`src/rtl/hazard_ctrl_pkg.sv`:
```
// Shared definitions for the pipeline hazard controller: widths, MDU latency
// default and the E-stage forwarding select encoding.
package hazard_ctrl_pkg;

  localparam int unsigned DEF_REG_ADDR_W  = 5;
  localparam int unsigned DEF_MDU_LATENCY = 32;
  localparam int unsigned MDU_CNT_W       = 8;

  typedef enum logic [1:0] {
    FWD_NONE = 2'b00,
    FWD_WB   = 2'b01,
    FWD_MEM  = 2'b10
  } fwd_sel_e;

endpackage

```
`src/rtl/hazard_ctrl_mdu_busy_counter.sv`:
```
// Countdown tracker for the multi-cycle multiply/divide unit; busy while the
// count is non-zero, new starts are ignored until it reaches zero.
module mdu_busy_counter
  import hazard_ctrl_pkg::*;
#(
  parameter int unsigned MDU_LATENCY = DEF_MDU_LATENCY
) (
  input  logic clk,
  input  logic rst_n,
  input  logic start,
  output logic busy
);

  logic [MDU_CNT_W-1:0] cnt;

  always_ff @(posedge clk or negedge rst_n) begin
    if (!rst_n) begin
      cnt <= '0;
    end else if (start && (cnt == '0)) begin
      cnt <= MDU_CNT_W'(MDU_LATENCY);
    end else if (cnt != '0) begin
      cnt <= cnt - MDU_CNT_W'(1);
    end
  end

  assign busy = (cnt != '0);

endmodule

```
`src/rtl/hazard_ctrl.sv`:
```
// Hazard controller for the five-stage MIPS pipeline: stall/flush generation,
// E- and D-stage forwarding selects, and MDU busy tracking.
module hazard_ctrl
  import hazard_ctrl_pkg::*;
#(
  parameter int unsigned REG_ADDR_W  = DEF_REG_ADDR_W,
  parameter int unsigned MDU_LATENCY = DEF_MDU_LATENCY
) (
  input  logic                  clk,
  input  logic                  rst_n,
  input  logic [REG_ADDR_W-1:0] rs_d,
  input  logic [REG_ADDR_W-1:0] rt_d,
  input  logic [REG_ADDR_W-1:0] rs_e,
  input  logic [REG_ADDR_W-1:0] rt_e,
  input  logic [REG_ADDR_W-1:0] write_reg_e,
  input  logic [REG_ADDR_W-1:0] write_reg_m,
  input  logic [REG_ADDR_W-1:0] write_reg_w,
  input  logic                  reg_write_e,
  input  logic                  reg_write_m,
  input  logic                  reg_write_w,
  input  logic                  mem_to_reg_e,
  input  logic                  mem_to_reg_m,
  input  logic                  branch_d,
  input  logic                  pc_redirect_d,
  input  logic                  mdu_op_d,
  input  logic                  mfhilo_d,
  input  logic                  mdu_start_e,
  output logic                  stall_f,
  output logic                  stall_d,
  output logic                  flush_d,
  output logic                  flush_e,
  output logic [1:0]            forward_a_e,
  output logic [1:0]            forward_b_e,
  output logic                  forward_a_d,
  output logic                  forward_b_d,
  output logic                  mdu_busy
);

  // $zero is hardwired, so it never creates a dependency.
  function automatic logic hit(input logic [REG_ADDR_W-1:0] dst,
                               input logic [REG_ADDR_W-1:0] src);
    return (dst != '0) && (dst == src);
  endfunction

  fwd_sel_e sel_a_e;
  fwd_sel_e sel_b_e;
  logic     load_use_stall;
  logic     branch_stall;
  logic     mdu_stall;
  logic     stall;

  mdu_busy_counter #(
    .MDU_LATENCY(MDU_LATENCY)
  ) u_mdu_busy_counter (
    .clk  (clk),
    .rst_n(rst_n),
    .start(mdu_start_e),
    .busy (mdu_busy)
  );

  always_comb begin
    sel_a_e = FWD_NONE;
    sel_b_e = FWD_NONE;
    if (reg_write_m && hit(write_reg_m, rs_e))      sel_a_e = FWD_MEM;
    else if (reg_write_w && hit(write_reg_w, rs_e)) sel_a_e = FWD_WB;
    if (reg_write_m && hit(write_reg_m, rt_e))      sel_b_e = FWD_MEM;
    else if (reg_write_w && hit(write_reg_w, rt_e)) sel_b_e = FWD_WB;
  end

  always_comb begin
    load_use_stall = mem_to_reg_e &&
                     (hit(write_reg_e, rs_d) || hit(write_reg_e, rt_d));
    branch_stall   = branch_d &&
                     ((reg_write_e  && (hit(write_reg_e, rs_d) || hit(write_reg_e, rt_d))) ||
                      (mem_to_reg_m && (hit(write_reg_m, rs_d) || hit(write_reg_m, rt_d))));
    mdu_stall      = mdu_busy && (mfhilo_d || mdu_op_d);
    stall          = load_use_stall || branch_stall || mdu_stall;
  end

  assign forward_a_e = sel_a_e;
  assign forward_b_e = sel_b_e;
  assign forward_a_d = reg_write_m && hit(write_reg_m, rs_d);
  assign forward_b_d = reg_write_m && hit(write_reg_m, rt_d);

  assign stall_f = stall;
  assign stall_d = stall;
  assign flush_e = stall;
  // A stalled redirect is held in D and retires once its operands are ready.
  assign flush_d = pc_redirect_d && !stall;

endmodule

```
`config.mk`:
```
export PLATFORM = sky130hd
export DESIGN_NAME = hazard_ctrl
export DESIGN_NICKNAME = d
export VERILOG_FILES = /design/src/rtl/hazard_ctrl_pkg.sv /design/src/rtl/hazard_ctrl_mdu_busy_counter.sv /design/src/rtl/hazard_ctrl.sv
export SDC_FILE = /design/constraint.sdc
export NUM_CORES = 1
export LEC_CHECK = 0
export CELL_PAD_IN_SITES_DETAIL_PLACEMENT = 1
export CELL_PAD_IN_SITES_GLOBAL_PLACEMENT = 2
export CORE_MARGIN = 2
export CORE_UTILIZATION = 19
export CTS_BUF_LIST = sky130_fd_sc_hd__clkbuf_8 sky130_fd_sc_hd__clkbuf_16
export DETAILED_ROUTE_END_ITERATION = 10
export PLACE_DENSITY = 0.88
export SLEW_MARGIN = 20
export SYNTH_ARGS = -nofsm -noshare
export SYNTH_HDL_FRONTEND = slang
export SYNTH_SLANG_ARGS = --single-unit
```
`constraint.sdc`:
```
create_clock -name clk -period 2.45 [get_ports clk]
set_input_delay 0.49 -clock clk [delete_from_list [all_inputs] [get_ports clk]]
set_output_delay 0.49 -clock clk [all_outputs]
set_load 0.03 [all_outputs]
```
==> impl_metrics.py, run 1 <==
metrics = {
    "yosys": {
        "synth.ff_latch_count": 8,
        "ys_warn_count": 0,
        "synth.distinct_cells": 27,
        "netlist.area_leader.share_pct": 23.45,
        "yosys.area_share.simple_pct": 24.87,
        "yosysMostFrequentCell": "xor2_1",
        "yosys.area_share.xor_xnor_pct": 38.79,
        "synth_mux_area_share_pct": 1.031,
        "yosys-top-cells-area": "xor2_1 (23%), dfrtp_1 (21%), xnor2_1 (15%)",
        "synthFlopType": "dfrtp_1",
        "synth_top_family_by_area": "XOR/XNOR gates",
        "synthAdderAreaFrac_pct": 1.289,
        "synth.largest_area_cell": "xor2_1",
        "syn-num-nets": 164,
        "synth_seq_area_share_pct": 20.62,
        "synth-edff-count": 0,
        "avgSynthCellArea_um2": 8.370,
        "synthCells": 116,
        "synth_compound_area_share_pct": 8.763,
        "synthTopCellsByCount": "xor2_1 (26), xnor2_1 (17), dfrtp_1 (8)",
        "async_reset_ff_share_pct": 100.0,
        "netlist_area_um2": 970.9,
    },
    "power": {
        "peakVddDrop_v": 0.0005622,
        "power_mw": 0.9449,
        "power.leakage_nw": 0.8321,
        "power_density_mw_per_mm2": 491.7,
    },
    "critical_path": {
        "required_ns": 1.96,
        "reg2reg_depth": 6,
        "rrSetupSlack_ns": 0.59,
        "start_kind": "flop",
        "crit_arrival_ns": 1.91,
        "r2r-start": "u_mdu_busy_counter.cnt[3]",
        "cp-end-kind": "primary output",
        "crit_type": "flop to primary output",
        "critPathMaxFanout": 3,
        "rr_endpoint": "u_mdu_busy_counter.cnt[5]",
    },
    "route": {
        "first_pass_iters": 2,
        "drc": 0,
        "wl_per_cell_um": 13.10,
        "via_per_inst": 4.263,
        "drtIter0Drc": 10,
        "drt_wl_total_um": 3538,
        "postRouteAntennaNets": 0,
        "vias": 1151,
    },
    "global_route": {
        "track_usage_pct": 12.56,
        "grt_overflow": 0,
        "grt_pass1_vias": 1218,
        "grt_pass1_wl_um": 5513,
        "grt_max_degree": 9,
        "antenna_found_initial": 0,
    },
    "run": {
        "max-cap-violations": 0,
    },
    "timing": {
        "period_share_pct": 98.07,
        "rsz0062_at_grt": "true",
        "period_needed_ns": 2.403,
        "fin_skew_ns": 0.001133,
        "timing.fmax_ghz": 0.4162,
        "fin_tns_setup_ns": 0,
        "slew_viol_final": 0,
        "relSlewSlack_pct": 73.83,
        "hold_ws_ns": 0.5461,
        "worst_slew_pin_slew_ns": 0.3914,
        "finalSetupViolCount": 0,
        "hold_viol": 0,
    },
    "placement": {
        "portBuffers": 57,
        "dp.cells": 260,
        "hpwl_um": 2937,
        "place_area_mm2": 0.001780,
        "gp_congestion": 0.7740,
    },
    "die": {
        "core_area_mm2": 0.005010,
        "dieHeight_um": 75.49,
        "chipWidth_um": 75.49,
        "row_count": 26,
        "initial_core_util_pct": 19.38,
        "die_area_mm2": 0.005698,
        "ios": 58,
    },
    "final_layout": {
        "drive_above_1_share_pct": 31.50,
        "largest_reg_flops": 8,
        "fin_cells": 270,
        "nNetsFinal": 250,
        "area_growth_pct": 97.94,
        "multiInputGateArea_um2": 812.0,
        "fin_area_mm2": 0.001922,
        "seq_area_um2": 200.2,
        "largest-register": "u_mdu_busy_counter.cnt",
        "reg_top3": "u_mdu_busy_counter.cnt (8)",
        "diodes": 0,
        "nFillCells": 627,
    },
    "status": {
        "status": "finished, final reports clean",
    },
    "cts": {
        "clkLatencyLatePin_ns": 0.22,
        "numCtsBuffers": 3,
        "cts_max_path_buffers": 2,
        "cts_tree": "done",
        "cts_root_buffer": "clkbuf_8",
        "cts_num_sinks": 8,
        "cts_htree_levels": 1,
        "clk_pin_slew_ns": 0.04,
    },
    "min_path": {
        "hold_start": "u_mdu_busy_counter.cnt[5]",
        "min_delay_path_depth": 1,
        "holdPathEnd": "u_mdu_busy_counter.cnt[5]",
        "min_path_type": "flop to flop",
    },
}
==> metal layers <==
layer	wire (um)	vias to the layer above	share of wire, %	global-route usage (%)
li1	-	565	-	-
met5	0	-	0	0
met1	1480	547	42	15.36
met4	0	0	0	1.170
met2	1881	39	53	23.86
met3	176	0	5.0	1.984
==> what timing repair did <==
item / 4_1_cts / 5_1_grt
hold endpoints to repair: 0 / 0
endpoints found under the setup margin: 9 / 9
pin swaps: 7 / 3
hold buffers: 0 / 0
resized for setup: 46 / 7
buffers inserted: 5 / 3
==> worst max-delay path, stage by stage (launching register included) <==
cell and delay, ns:
dfrtp_1 0.37, or4_4 0.56, nor3_4 0.18, nor2_2 0.06, or3_4 0.36, buf_6 0.15
==> worst max-delay path by stage <==
stage	startpoint	slack (ns)	cells past startpoint	endpoint
6_report	u_mdu_busy_counter.cnt[3]	0.05	5	stall_d
5_1_grt	reg_write_w	-0.02	5	forward_b_e[0]
4_1_cts	u_mdu_busy_counter.cnt[3]	-0.02	5	stall_d
3_5_place_dp	write_reg_m[1]	-0.24	7	stall_d
3_3_place_gp	write_reg_m[1]	-0.23	7	stall_f
2_1_floorplan	write_reg_m[0]	-0.24	6	forward_a_e[0]
==> layout make-up <==
type / instances / share of cell area, %
Inverter: 3 / 0.5859
Multi-Input combinational cell: 98 / 42.25
Clock buffer: 3 / 2.148
Tap cell: 70 / 4.557
Timing Repair Buffer: 88 / 40.04
Sequential cell: 8 / 10.42
==> cell usage in the layout, fill, tap and decap left out, types with 5 or more instances in the layout <==
master            n
dlygate4sd2_1    28
xor2_1           26
buf_6             5
nand3_1           7
nor2_1            6
nor3_1            5
dfrtp_1           8
clkdlybuf4s50_1  14
xnor2_1          17
buf_4            36
==> report_power, final <==
| group | total [mW] | internal [mW] | switching, mW |
|---|---|---|---|
| Combinational | 0.518 | 0.282 | 0.235 |
| Clock | 0.156 | 0.106 | 0.0493 |
| Sequential | 0.272 | 0.200 | 0.0716 |
| Total | 0.945 | 0.589 | 0.356 |
==> metrics by stage <==
| step | utilization [%] | worst slack [ns] |
|---|---|---|
| after floorplan | - | -0.2362 |
| after global placement | 35.54 | -0.2291 |
| after detailed placement | 35.54 | -0.2425 |
| after CTS | 37.49 | -0.01887 |
| after global routing | 38.36 | -0.02166 |
| final | 38.36 | 0.04720 |
==> logic make-up (layout without fill, tap and decap cells) <==
logic type                 after synthesis  in the layout
and+or+nand+nor                         42             42
buffers and inverters                   10             94
muxes                                    1              1
AOI/OAI and AO/OA                       11             11
DFF                                      8              8
xor gates and xnor gates                43             43
adders and majority gates                1              1
Note: power is estimated with default switching activity, not from simulation.
==> run 2: changes to the inputs <==
--- a/config.mk
+++ b/config.mk
@@ -12,7 +12,6 @@
 export CTS_BUF_LIST = sky130_fd_sc_hd__clkbuf_8 sky130_fd_sc_hd__clkbuf_16
 export DETAILED_ROUTE_END_ITERATION = 10
 export PLACE_DENSITY = 0.88
-export SLEW_MARGIN = 20
 export SYNTH_ARGS = -nofsm -noshare
 export SYNTH_HDL_FRONTEND = slang
 export SYNTH_SLANG_ARGS = --single-unit
==> results of run 2 <==
The final DEF is identical to that of run 1; final timing and power are the same.
